$ cat src/rtl/mmio_pkg.sv
// Shared constants and types for the memory-mapped I/O controller.
// Offsets are the low address byte inside the I/O region.
package mmio_pkg;

  localparam int unsigned NIB_W = 4;
  localparam int unsigned OFS_W = 8;

  localparam logic [OFS_W-1:0] OFS_TXSTAT = 8'h00;
  localparam logic [OFS_W-1:0] OFS_RXSTAT = 8'h04;
  localparam logic [OFS_W-1:0] OFS_TXDATA = 8'h08;
  localparam logic [OFS_W-1:0] OFS_RXDATA = 8'h0C;
  localparam logic [OFS_W-1:0] OFS_CYC    = 8'h10;
  localparam logic [OFS_W-1:0] OFS_INSTR  = 8'h14;
  localparam logic [OFS_W-1:0] OFS_CTRCLR = 8'h18;

  // Region nibble: bit 3 marks I/O space, bit 0 selects DMEM, bit 1 selects IMEM.
  localparam logic [NIB_W-1:0] NIB_IO     = 4'b1000;
  localparam int unsigned      NIB_IO_BIT = 3;
  localparam int unsigned      NIB_DM_BIT = 0;
  localparam int unsigned      NIB_IM_BIT = 1;

  typedef enum logic {
    RDSEL_BRAM = 1'b0,
    RDSEL_IO   = 1'b1
  } rdsel_e;

endpackage

$ cat src/rtl/mmio_counters.sv
// Free-running cycle counter and retired-instruction counter with a shared
// synchronous clear that takes priority over increments.
module mmio_counters
  import mmio_pkg::*;
#(
  parameter int unsigned CTR_W = 32
) (
  input  logic             clk,
  input  logic             rst_n,
  input  logic             cyc_inc_i,
  input  logic             instr_inc_i,
  input  logic             clr_i,
  output logic [CTR_W-1:0] cyc_o,
  output logic [CTR_W-1:0] instr_o
);

  logic [CTR_W-1:0] cyc_q, cyc_d;
  logic [CTR_W-1:0] instr_q, instr_d;

  always_comb begin
    cyc_d   = cyc_q;
    instr_d = instr_q;
    if (clr_i) begin
      cyc_d   = '0;
      instr_d = '0;
    end else begin
      if (cyc_inc_i)   cyc_d   = cyc_q + CTR_W'(1);
      if (instr_inc_i) instr_d = instr_q + CTR_W'(1);
    end
  end

  always_ff @(posedge clk or negedge rst_n) begin
    if (!rst_n) begin
      cyc_q   <= '0;
      instr_q <= '0;
    end else begin
      cyc_q   <= cyc_d;
      instr_q <= instr_d;
    end
  end

  assign cyc_o   = cyc_q;
  assign instr_o = instr_q;

endmodule

$ cat src/rtl/mmio_ctrl.sv
// Data-side memory-map decoder and I/O register block: memory write enables,
// single-entry UART TX/RX buffers, counters and a 1-cycle registered read path.
module mmio_ctrl
  import mmio_pkg::*;
#(
  parameter int unsigned      ADDR_W = 32,
  parameter int unsigned      DATA_W = 32,
  parameter int unsigned      UART_W = 8,
  parameter int unsigned      CTR_W  = 32,
  parameter logic [NIB_W-1:0] IO_NIB = NIB_IO
) (
  input  logic              clk,
  input  logic              rst_n,
  input  logic              MemWrite,
  input  logic              MemRead,
  input  logic              Stall,
  input  logic [ADDR_W-1:0] Address,
  input  logic [DATA_W-1:0] WriteData,
  input  logic              InstrRetired,
  output logic              WEIM,
  output logic              WEDM,
  output logic              RDsel,
  output logic [DATA_W-1:0] IORdata,
  output logic [UART_W-1:0] DataIn,
  output logic              DataInValid,
  input  logic              DataInReady,
  input  logic [UART_W-1:0] DataOut,
  input  logic              DataOutValid,
  output logic              DataOutReady
);

  logic [NIB_W-1:0] nib;
  logic [OFS_W-1:0] ofs;
  logic             io, rd, wr;
  logic             tx_wr, rx_pop, ctr_clr;

  rdsel_e           rdsel_q, rdsel_d;
  logic [DATA_W-1:0] iordata_q, iordata_d, rd_val;
  logic [UART_W-1:0] tx_data_q, tx_data_d;
  logic             tx_valid_q, tx_valid_d;
  logic             tx_ovf_q, tx_ovf_d;
  logic [UART_W-1:0] rx_byte_q, rx_byte_d;
  logic             rx_full_q, rx_full_d;
  logic [CTR_W-1:0]  cyc, instr;

  assign nib = Address[ADDR_W-1 -: NIB_W];
  assign ofs = Address[OFS_W-1:0];
  assign io  = (nib == IO_NIB);
  assign rd  = MemRead  & io & ~Stall;
  assign wr  = MemWrite & io & ~Stall;

  assign tx_wr   = wr & (ofs == OFS_TXDATA);
  assign ctr_clr = wr & (ofs == OFS_CTRCLR);
  assign rx_pop  = rd & (ofs == OFS_RXDATA) & rx_full_q;

  assign WEDM = MemWrite & ~Stall & ~nib[NIB_IO_BIT] & nib[NIB_DM_BIT];
  assign WEIM = MemWrite & ~Stall & ~nib[NIB_IO_BIT] & nib[NIB_IM_BIT];

  // Address bits between the region nibble and the offset byte carry no meaning here.
  logic unused_ok;
  assign unused_ok = ^{Address[ADDR_W-NIB_W-1:OFS_W], WriteData[DATA_W-1:UART_W]};

  mmio_counters #(
    .CTR_W (CTR_W)
  ) u_ctr (
    .clk         (clk),
    .rst_n       (rst_n),
    .cyc_inc_i   (1'b1),
    .instr_inc_i (InstrRetired),
    .clr_i       (ctr_clr),
    .cyc_o       (cyc),
    .instr_o     (instr)
  );

  // Read mux over pre-edge state, so a combined load/store sees the old value.
  always_comb begin
    rd_val = '0;
    case (ofs)
      OFS_TXSTAT: rd_val = DATA_W'({tx_ovf_q, ~tx_valid_q});
      OFS_RXSTAT: rd_val = DATA_W'(rx_full_q);
      OFS_RXDATA: rd_val = DATA_W'(rx_byte_q);
      OFS_CYC:    rd_val = DATA_W'(cyc);
      OFS_INSTR:  rd_val = DATA_W'(instr);
      default:    rd_val = '0;
    endcase
  end

  always_comb begin
    rdsel_d    = rdsel_q;
    iordata_d  = iordata_q;
    tx_data_d  = tx_data_q;
    tx_valid_d = tx_valid_q;
    tx_ovf_d   = tx_ovf_q;
    rx_byte_d  = rx_byte_q;
    rx_full_d  = rx_full_q;

    if (!Stall) begin
      rdsel_d   = rd ? RDSEL_IO : RDSEL_BRAM;
      iordata_d = rd ? rd_val : '0;
    end

    // A write racing the handshake still sees the buffer as full.
    if (tx_valid_q && DataInReady) tx_valid_d = 1'b0;
    if (tx_wr) begin
      if (tx_valid_q) begin
        tx_ovf_d = 1'b1;
      end else begin
        tx_valid_d = 1'b1;
        tx_data_d  = WriteData[UART_W-1:0];
      end
    end
    if (ctr_clr) tx_ovf_d = 1'b0;

    if (rx_pop) begin
      rx_full_d = 1'b0;
    end else if (DataOutValid && !rx_full_q) begin
      rx_full_d = 1'b1;
      rx_byte_d = DataOut;
    end
  end

  always_ff @(posedge clk or negedge rst_n) begin
    if (!rst_n) begin
      rdsel_q    <= RDSEL_BRAM;
      iordata_q  <= '0;
      tx_data_q  <= '0;
      tx_valid_q <= 1'b0;
      tx_ovf_q   <= 1'b0;
      rx_byte_q  <= '0;
      rx_full_q  <= 1'b0;
    end else begin
      rdsel_q    <= rdsel_d;
      iordata_q  <= iordata_d;
      tx_data_q  <= tx_data_d;
      tx_valid_q <= tx_valid_d;
      tx_ovf_q   <= tx_ovf_d;
      rx_byte_q  <= rx_byte_d;
      rx_full_q  <= rx_full_d;
    end
  end

  assign RDsel        = rdsel_q;
  assign IORdata      = iordata_q;
  assign DataIn       = tx_data_q;
  assign DataInValid  = tx_valid_q;
  assign DataOutReady = ~rx_full_q;

endmodule

$ cat config.mk
export PLATFORM = sky130hd
export DESIGN_NAME = mmio_ctrl
export DESIGN_NICKNAME = d
export VERILOG_FILES = /design/src/rtl/mmio_pkg.sv /design/src/rtl/mmio_counters.sv /design/src/rtl/mmio_ctrl.sv
export SDC_FILE = /design/constraint.sdc
export NUM_CORES = 1
export LEC_CHECK = 0
export ABC_CLOCK_PERIOD_IN_PS = 2300
export CAP_MARGIN = 15
export CORE_ASPECT_RATIO = 0.9
export CORE_UTILIZATION = 53
export CTS_BUF_LIST = sky130_fd_sc_hd__clkbuf_4 sky130_fd_sc_hd__clkbuf_8
export CTS_CLUSTER_DIAMETER = 100
export DETAILED_ROUTE_END_ITERATION = 12
export GPL_ROUTABILITY_DRIVEN = 0
export HOLD_SLACK_MARGIN = 0.06
export PLACE_DENSITY = 0.89
export SLEW_MARGIN = 20
export SYNTH_ARGS = -nofsm -noshare
export SYNTH_HDL_FRONTEND = slang
export SYNTH_SLANG_ARGS = --single-unit
$ cat constraint.sdc
create_clock -name clk -period 2.3 [get_ports clk]
set_input_delay 0.69 -clock clk [delete_from_list [all_inputs] [get_ports clk]]
set_output_delay 0.69 -clock clk [all_outputs]
set_load 0.02 [all_outputs]
==> impl_metrics.py <==
metrics = {
    "timing": {
        "rsz0062_at_grt": "true",
        "hold_viol": 0,
        "fin_skew_ns": 0.01206,
        "period_needed_ns": 2.308,
        "setup_viol": 3,
        "relSlewSlack_pct": 57.00,
        "post-route-period-util_pct": 100.4,
        "tightest_slew_ns": 0.6450,
        "postLayoutSetupSlackWorst_ns": -0.008205,
        "slew_violations": 0,
        "fmax_ghz": 0.4332,
    },
    "power_and_ir_drop": {
        "peakVddDrop_mv": 0.3796,
        "p_leak_nw": 3.101,
        "power_density_nw_per_um2": 662.3,
        "p_total_w": 0.004882,
    },
    "finish": {
        "drive_gt1_share_pct": 16.91,
        "finalNetCount": 761,
        "multi_input_area_um2": 2690,
        "n_antenna_cell": 0,
        "final_common_cell": "dfrtp_1",
        "area_delta_synth_final_pct": 28.65,
        "fillers": 684,
        "regArea_um2": 2904,
        "final_cell_mix": "dfrtp_1 (115), clkdlybuf4s50_1 (63), nand2_1 (55), o21ai_0 (51), a21oi_1 (38)",
    },
    "die": {
        "fp-row-count": 35,
        "start_util_pct": 55.20,
        "die_h_um": 100.6,
        "core_um2": 10380,
        "io_pins": 125,
        "dieArea_um2": 11230,
        "die_w_um": 111.6,
    },
    "critical_path": {
        "required_ns": 2.62,
        "r2r_setup_slack_ns": 0.08,
        "r2r_end": "u_ctr.cyc_o[27]",
        "arrival_ns": 2.62,
        "crit_path_max_fanout": 5,
        "critPathKind": "in -> reg",
        "cp-start-kind": "input pin",
        "r2r_cells": 5,
        "critPathLaunch": "Address[30]",
        "endpoint_kind": "flip-flop",
        "endpoint": "DataIn[1]",
        "r2r-start": "u_ctr.cyc_o[16]",
    },
    "route": {
        "wl_per_cell_um": 19.61,
        "via_per_inst": 6.272,
        "drtAntennaViolNets": 0,
        "drt-total-wl_um": 16100,
        "drt_iter0_drc": 505,
        "remaining_drc_errors": 7,
        "firstDrtPassIters": 12,
        "vias": 5149,
    },
    "clock_network": {
        "cts_buffers": 17,
        "cts.sinks": 116,
        "root_buffer": "clkbuf_8",
        "htree_num_levels": 4,
        "insertion_delay_ns": 0.44,
        "cts_tree": "built",
        "clk_pin_slew_ns": 0.08,
        "cts_max_path_buffers": 2,
    },
    "global_routing": {
        "antenna_found_initial": 0,
        "grt_pass1_vias": 5253,
        "grt_pass1_wl_um": 25750,
        "grt_max_degree": 42,
        "overflow": 0,
        "grtUsageTotal_pct": 29.51,
    },
    "logic_synthesis": {
        "yosysUniqueCellTypes": 40,
        "synth_seq_area_share_pct": 50.67,
        "async_flop_share_pct": 100.0,
        "synth_fp_nets": 656,
        "synthFlopType": "dfrtp_1",
        "synth_xor_area_share_pct": 3.210,
        "syn_inst": 574,
        "synth-warning-count": 0,
        "synth_top_family_by_area": "simple AND/OR/NAND/NOR gates",
        "yosys_register_bits": 116,
        "synth_compound_area_share_pct": 12.99,
        "synthMuxAreaShare_pct": 9.413,
        "synth-simple-area-share_pct": 19.76,
        "syn_area_per_cell_um2": 9.981,
        "synth_edf_count": 0,
        "netlist_area_um2": 5729,
        "synth_adder_area_share_pct": 0.4368,
    },
    "min_path": {
        "hold_class": "in -> async",
    },
    "place": {
        "place_ws_ns": -0.8472,
        "place_hpwl_um": 10250,
        "io_buffer_count": 80,
    },
    "run_status": {
        "status": "finished, violations left",
        "violations": "design-rule violations, negative setup slack",
    },
    "job": {
        "max_cap_violations": 0,
    },
}
-- area by class of cell --
cell class | instances | area share, %
clock buffers | 21 | 3.751
well taps | 129 | 2.190
inverters | 15 | 0.7639
flip-flops and latches | 116 | 39.40
multi-input cells | 409 | 36.50
clock inverters | 11 | 1.748
repair buffers | 120 | 15.65
-- routing by layer --
layer	track usage, %	part of all wire [%]
met5	0	0
met4	14.76	3.3
met3	5.652	6.4
met2	51.83	51
met1	35.13	40
-- how the worst min path moves through the flow --
stage / slack (ns) / start / cells past startpoint / to
2_1_floorplan: 0.39 / rst_n / 0 / DataInValid
3_3_place_gp: 0.46 / RDsel / 1 / RDsel
3_5_place_dp: 0.47 / RDsel / 1 / RDsel
4_1_cts: 0.16 / rst_n / 1 / DataIn[4]
5_1_grt: 0.16 / rst_n / 1 / DataIn[3]
6_report: 0.16 / rst_n / 1 / DataIn[4]
-- cell families after synthesis --
family | count (synthesis)
flip-flops | 116
XOR/XNOR | 21
buffers and inverters | 50
adder cells (fa/ha/maj) | 2
AND/OR/NAND/NOR | 208
AO/OA/AOI/OAI | 128
multiplexers | 49
-- sequential cells by signal, summed over array words and instances (netlist names) --
name	cells
DataIn	8
DataInValid	1
IORdata	32
RDsel	1
rx_byte_q	8
rx_full_q	1
tx_ovf_q	1
u_ctr.cyc_o	32
u_ctr.instr_o	32
-- through the flow --
stage	cells	utilization, %	TNS (ns)	cell area, um2	hold slack (ns)
after floorplan	574	-	-3.868	5753	0.3944
after global placement	783	66.20	-50.49	6870	0.4639
after detailed placement	783	66.20	-57.57	6870	0.4700
after CTS	818	70.50	-0.08985	7317	0.1635
after global routing	821	71.02	-0.07219	7371	0.1636
final	821	71.02	-0.01450	7371	0.1600
-- cells in the mapped netlist, types with 8 or more instances --
cell type  count  share of area, %
dfrtp_1      116                51
nand2_1       55               3.6
o21ai_0       51               4.5
a21oi_1       40               3.5
mux2i_1       34               5.9
or4_1         31               4.1
nor2_1        30               2.0
clkbuf_1      28               1.8
o31ai_1       26               3.4
nand3_1       21               1.8
nand4_1       19               2.1
or3_1         18               2.0
inv_1         15              0.98
xnor2_1       13               2.0
mux2_4         8               2.1
xor2_1         8               1.2
-- critical path, cell delays in order --
cell and delay, ns:
clkbuf_2 0.08, or4b_4 0.53, or4_4 0.52, or3_4 0.36
buf_6 0.15, mux2_4 0.29
-- power by group --
group | internal [W] | switching [W]
Combinational | 0.000286 | 0.000325
Clock | 0.00105 | 0.000876
Sequential | 0.00217 | 0.000183
-- timing repair --
action,4_1_cts,5_1_grt
gates resized for setup,52,16
pin swaps,6,6
setup endpoints to repair,74,27
gates cloned,1,1
hold buffers,0,0
buffers inserted,2,2
Power figures use the tool's default switching activity.
